## src/rtl/promedio_adc_if.sv

```systemverilog
// rtl/promedio_adc_if.sv - frame bus between the ADC capture stage, the averager and the offset stage
interface promedio_adc_if;
    logic        CS;
    logic [15:0] DinParalelo;
    logic [15:0] Dato_OUT;
    logic        Listo;
    logic [7:0]  Descartes;

    modport master (
        output CS,
        output DinParalelo,
        input  Dato_OUT,
        input  Listo,
        input  Descartes
    );

    modport slave (
        input  CS,
        input  DinParalelo,
        output Dato_OUT,
        output Listo,
        output Descartes
    );
endinterface

```

## src/rtl/promedio_adc.sv

```systemverilog
// rtl/promedio_adc.sv - oversampling ADC averager; PROMEDIO_REDONDEO_EN selects round-half-up over truncation
module promedio_adc #(
    parameter int LOG2N = 2,
    parameter int DW    = 12
) (
    input  logic           CLK,
    input  logic           Reset,
    promedio_adc_if.slave  bus
);
    localparam int AW = DW + LOG2N;
    localparam int CW = LOG2N + 1;
    localparam int NS = 2 ** LOG2N;
`ifdef PROMEDIO_REDONDEO_EN
    localparam int BIAS = NS / 2;
`else
    localparam int BIAS = 0;
`endif
    localparam logic [15:0] PROT_MASK = ~((16'd1 << DW) - 16'd1);

    typedef enum logic [1:0] {ESPERA, EVALUA, SALIDA} estado_t;

    estado_t       state_q, state_d;
    logic          cs_sync1_q, cs_sync2_q, cs_sync3_q;
    logic [15:0]   frame_q, frame_d;
    logic [AW-1:0] acc_q, acc_d;
    logic [CW-1:0] count_q, count_d;
    logic [15:0]   dato_q, dato_d;
    logic          listo_q, listo_d;
    logic [7:0]    descartes_q, descartes_d;

    logic          evento;
    logic          proto_bad;
    logic [DW-1:0] sample;
    logic [AW-1:0] acc_sum;
    logic [AW-1:0] redondeado;
    logic [DW-1:0] media;
    logic [CW-1:0] count_inc;

    assign evento     = cs_sync2_q & ~cs_sync3_q;
    assign proto_bad  = |(frame_q & PROT_MASK);
    assign sample     = frame_q[DW-1:0];
    assign acc_sum    = acc_q + AW'(sample);
    // The largest possible sum plus bias still fits in AW bits, so no carry is lost.
    assign redondeado = acc_sum + AW'(BIAS);
    assign media      = redondeado[AW-1:LOG2N];
    assign count_inc  = count_q + CW'(1);

    always_comb begin
        state_d     = state_q;
        frame_d     = frame_q;
        acc_d       = acc_q;
        count_d     = count_q;
        dato_d      = dato_q;
        listo_d     = 1'b0;
        descartes_d = descartes_q;
        case (state_q)
            ESPERA: begin
                if (evento) begin
                    frame_d = bus.DinParalelo;
                    state_d = EVALUA;
                end
            end
            EVALUA: begin
                if (proto_bad) begin
                    if (descartes_q != 8'hFF) begin
                        descartes_d = descartes_q + 8'd1;
                    end
                    state_d = ESPERA;
                end else begin
                    acc_d   = acc_sum;
                    count_d = count_inc;
                    if (count_inc == CW'(NS)) begin
                        dato_d  = 16'(media);
                        listo_d = 1'b1;
                        state_d = SALIDA;
                    end else begin
                        state_d = ESPERA;
                    end
                end
            end
            SALIDA: begin
                acc_d   = '0;
                count_d = '0;
                state_d = ESPERA;
            end
            default: state_d = ESPERA;
        endcase
    end

    always_ff @(posedge CLK) begin
        if (!Reset) begin
            state_q     <= ESPERA;
            cs_sync1_q  <= 1'b0;
            cs_sync2_q  <= 1'b0;
            cs_sync3_q  <= 1'b0;
            frame_q     <= '0;
            acc_q       <= '0;
            count_q     <= '0;
            dato_q      <= '0;
            listo_q     <= 1'b0;
            descartes_q <= '0;
        end else begin
            state_q     <= state_d;
            cs_sync1_q  <= bus.CS;
            cs_sync2_q  <= cs_sync1_q;
            cs_sync3_q  <= cs_sync2_q;
            frame_q     <= frame_d;
            acc_q       <= acc_d;
            count_q     <= count_d;
            dato_q      <= dato_d;
            listo_q     <= listo_d;
            descartes_q <= descartes_d;
        end
    end

    assign bus.Dato_OUT  = dato_q;
    assign bus.Listo     = listo_q;
    assign bus.Descartes = descartes_q;
endmodule

```

## src/flat_wrapper.sv

```systemverilog
// flat-port wrapper written by rule: the top's interface ports become plain ports
module promedio_adc_flat 
#(
    parameter int LOG2N = 2,
    parameter int DW    = 12
)
  (CLK, Reset, bus_CS, bus_DinParalelo, bus_Dato_OUT, bus_Listo, bus_Descartes);
  promedio_adc_if bus_i ();
  input  logic CLK;
  input  logic Reset;
  input wire logic [$bits(bus_i.CS)-1:0] bus_CS;
  input wire logic [$bits(bus_i.DinParalelo)-1:0] bus_DinParalelo;
  output wire logic [$bits(bus_i.Dato_OUT)-1:0] bus_Dato_OUT;
  output wire logic [$bits(bus_i.Listo)-1:0] bus_Listo;
  output wire logic [$bits(bus_i.Descartes)-1:0] bus_Descartes;
  assign bus_i.CS = bus_CS;
  assign bus_i.DinParalelo = bus_DinParalelo;
  assign bus_Dato_OUT = bus_i.Dato_OUT;
  assign bus_Listo = bus_i.Listo;
  assign bus_Descartes = bus_i.Descartes;
  promedio_adc #(.LOG2N(LOG2N), .DW(DW)) u_core (.CLK(CLK), .Reset(Reset), .bus(bus_i));
endmodule
```

## config.mk

```make
export PLATFORM = sky130hd
export DESIGN_NAME = promedio_adc_flat
export DESIGN_NICKNAME = d
export VERILOG_FILES = /design/src/rtl/promedio_adc_if.sv /design/src/rtl/promedio_adc.sv /design/src/flat_wrapper.sv
export SDC_FILE = /design/constraint.sdc
export NUM_CORES = 1
export LEC_CHECK = 0
export ABC_AREA = 1
export CORE_MARGIN = 10
export CORE_UTILIZATION = 55
export CTS_BUF_LIST = sky130_fd_sc_hd__clkbuf_4 sky130_fd_sc_hd__clkbuf_8
export CTS_CLUSTER_SIZE = 14
export DETAILED_ROUTE_END_ITERATION = 12
export GPL_TIMING_DRIVEN = 0
export PLACE_DENSITY_LB_ADDON = 0.2
export SKIP_CTS_REPAIR_TIMING = 1
export SLEW_MARGIN = 20
export SYNTH_ARGS = -nofsm -noshare
export SYNTH_HDL_FRONTEND = slang
export SYNTH_SLANG_ARGS = --single-unit
export TNS_END_PERCENT = 50
```

## constraint.sdc

```tcl
create_clock -name CLK -period 2.1 [get_ports CLK]
set_input_delay 0.63 -clock CLK [delete_from_list [all_inputs] [get_ports CLK]]
set_output_delay 0.63 -clock CLK [all_outputs]
set_load 0.01 [all_outputs]
```

==> reports/metrics.csv <==
stage,metric,value,unit
critical_path,Top Family by Delay on Critical Path,buffers and inverters,
power_and_ir_drop,Flop pwr share,48.2,%
synth,post-synthesis simple-gate area fraction,29.8,%
critical_path,CP Cell Sequence,clkdlybuf4s50_1,
floorplanning,chip width,94.4,um
synth,Area contributors post-synth,"dfxtp_1 39%, nand2_1 13%, nor2_1 8.8%, inv_1 6.9%, ha_1 6.2%",
synth,Post-Syn Area,0.00304,mm2
routing,Top Layer Used,met4,
synth,adder-cell area share of the yosys netlist,6.83,%
routing,DRT met1 WL,3320,um
synth,"flops & latches, synth",59,
routing,drt wl/cell,12.3,um
cts,CTS Buf Count,9,
cells_and_area,Layout fillers,500,
cts,Worst-path clk slew,0.07,ns
critical_path,CP Class,reg -> out,
run,max_cap viols,0,
routing,Initial DRT Pass Iterations,4,
synth,"EDFF count, synth",0,
routing,metal2 WL,3060,um
synth,Mapped Cells,440,
cells_and_area,Register Area,0.00118,mm2
sta,crit path time final,1.99,ns
synth,synthesis warning total,0,
synth,top-count cell post-synth,nand2_1,
sta,"Hold Violations, Final",0,
synth,Compound-Gate Fraction of Synth Area,11.1,%
sta,final setup fails,0,
critical_path,Worst Path Required,1.47,ns
cts,H-tree depth,3,
power_and_ir_drop,VDD IR max,518,uV
cts,CTS root buffer,clkbuf_8,
routing,DRT antenna net count,0,
power_and_ir_drop,leakage,1.79,nW
critical_path,Buf/Inv on CP,1,
cells_and_area,multi-input logic area,0.00156,mm2
critical_path,crit-path max cell delay,0.59,ns
sta,Tcrit/Tclk final,94.8,%
cts,clk_lat worst skew,0.33,ns
sta,worst-margin pin slew,0.523,ns
floorplanning,initial core utilization,55.9,%
sta,clk_skew,0.00801,ns
synth,Syn Area/Cell,6.92,um2
floorplanning,io pins,44,
synth,post-synthesis sequential area ratio,38.8,%
global_routing,initial antenna violation count,0,
critical_path,Arrival @ worst endpoint,1.36,ns
sta,Slew HR,65.1,%
power_and_ir_drop,Int Pwr,1.84,mW
floorplanning,Die ar.,0.00891,mm2
cells_and_area,area grow syn2layout,23.7,%
power_and_ir_drop,post-route total power,2.40,mW
cells_and_area,n_diodes,0,
cells_and_area,design area,0.00376,mm2
power_and_ir_drop,Switch Pwr,559,uW
global_routing,grt total ovfl,0,
global_routing,largest net degree at the start of global routing,11,
place,GPL Wtd Cong,0.866,
global_routing,vias in the first global route,2582,
synth,largest family of logic cells by synthesized area,simple AND/OR/NAND/NOR gates,
power_and_ir_drop,power density cells,637,mW/mm2
cts,Clock Path Buffers,2,
cts,clock sink count,59,
place,Post-DP Area,0.00353,mm2
cells_and_area,fin util,69.2,%
synth,post-synth top area share,38.8,%
critical_path,largest fanout on the critical path,5,
floorplanning,Core Area,0.00544,mm2
critical_path,Critical-path top delay cell,clkdlybuf4s50_1,
routing,DR DRC count,0,
global_routing,first-pass GRT wire length,11800,um
run_status,outcome,"finished, final reports clean",
synth,post-synth cell types,32,
critical_path,r2r setup slk,0.13,ns
synth,top_reg_cell synth,dfxtp_1,
synth,Synth area leader,dfxtp_1,
floorplanning,chip height,94.4,um
critical_path,crit path launch type,register,
synth,synth cell count leaders,"106 x nand2_1, 71 x nor2_1, 59 x dfxtp_1, 56 x inv_1, 31 x a21oi_1",
synth,Synth async-reset ratio,0,%
cells_and_area,nets,528,
global_routing,GRT Total Usage,16.4,%
routing,met3 WL,523,um
place,Detailed Place HPWL,5310,um
routing,via/cell ratio,4.83,
routing,via total after detailed routing,2752,
worst_hold_path,Worst Hold Class,reg -> reg,
critical_path,Crit. End Element,output port,
power_and_ir_drop,Clk pwr share,44.8,%
power_and_ir_drop,sw frac,23.3,%
routing,drt first-iter violations,114,
power_and_ir_drop,combinational share of power,7.0,%
place,IO Port Bufs,39,
sta,Final Max Tran Viols,0,
synth,post-synthesis mux area share,0,%
cells_and_area,layout cell share with drive strength beyond 1,9.84,%
floorplanning,# rows,27,
synth,Post-Synth XOR/XNOR Area,2.30,%
sta,FMAX,502,MHz
routing,DRT Wirelength,7000,um
cts,CTS tree,done,
-- power groups by stage --
stage	Clock (mW)	Combinational [mW]	Sequential (mW)
4_1_cts	1.09	0.167	1.15
3_5_place_dp	0	0.165	1.18
3_3_place_gp	0	0.163	1.18
5_1_grt	1.14	0.189	1.16
6_report	1.08	0.168	1.16
2_1_floorplan	0	0.104	1.17
-- sequential cells by signal, summed over array words and instances (netlist names) --
signal,count
u_core.bus.Descartes,8
u_core.count_q,3
u_core.bus.Listo,1
u_core.acc_q,14
u_core.cs_sync3_q,1
u_core.frame_q,16
u_core.bus.Dato_OUT,12
u_core.cs_sync1_q,1
u_core.state_q,2
u_core.cs_sync2_q,1
-- final timing paths --
kind / from / to / cells past startpoint
worst max register to register: u_core.acc_q[0] / u_core.acc_q[8] / 8
worst max-delay path: u_core.bus.Descartes[2] / bus_Descartes[2] / 1
worst min register to register: u_core.cs_sync1_q / u_core.cs_sync2_q / 2
worst min-delay path: u_core.cs_sync1_q / u_core.cs_sync2_q / 2
-- logic make-up after synthesis --
| group | Yosys count |
|---|---|
| AO/OA/AOI/OAI | 65 |
| XOR/XNOR | 8 |
| adder cells (fa/ha/maj) | 16 |
| buffers and inverters | 79 |
| flip-flops | 59 |
| other | 1 |
| AND/OR/NAND/NOR | 212 |
-- layout by cell type (no fill, tap or decap), types with 3 or more instances in the layout --
cell / count
inv_2: 5
buf_2: 4
a21oi_1: 29
buf_4: 4
xnor2_1: 3
a21oi_2: 3
o21ai_0: 27
o21ai_1: 4
dfxtp_1: 59
nand3_1: 17
nand2_1: 106
xor2_1: 4
clkbuf_1: 4
nand2_2: 3
nand4_1: 5
inv_1: 56
ha_1: 15
conb_1: 4
clkdlybuf4s50_1: 39
clkbuf_8: 11
nor2_1: 71
-- final cells by class --
type / count / share of cell area [%]
tap: 72 / 2.39
clock buffer: 12 / 4.22
buffer: 16 / 2.56
timing repair buffer: 39 / 10.4
multi-input combinational: 305 / 41.4
clock inverter: 4 / 1.30
sequential: 59 / 31.4
inverter: 63 / 6.42
-- per-layer routing --
layer	global-route usage (%)	up-vias
met5	0	-
met2	24.7	67
li1	-	1470
met3	5.15	9
met1	21.2	1206
met4	6.71	0
-- through the flow --
| stage | setup TNS [ns] | hold WS (ns) | setup WS [ns] | std cells |
|---|---|---|---|---|
| global placement | -1.53 | 0.393 | -0.161 | 554 |
| finish | 0 | 0.420 | 0.108 | 570 |
| floorplan | 0 | 0.390 | 0.381 | 443 |
| CTS | 0 | 0.421 | 0.0786 | 570 |
| detailed placement | -1.73 | 0.405 | -0.208 | 554 |
| global route | -0.0154 | 0.435 | -0.0154 | 570 |
Note: power is estimated with default switching activity, not from simulation.
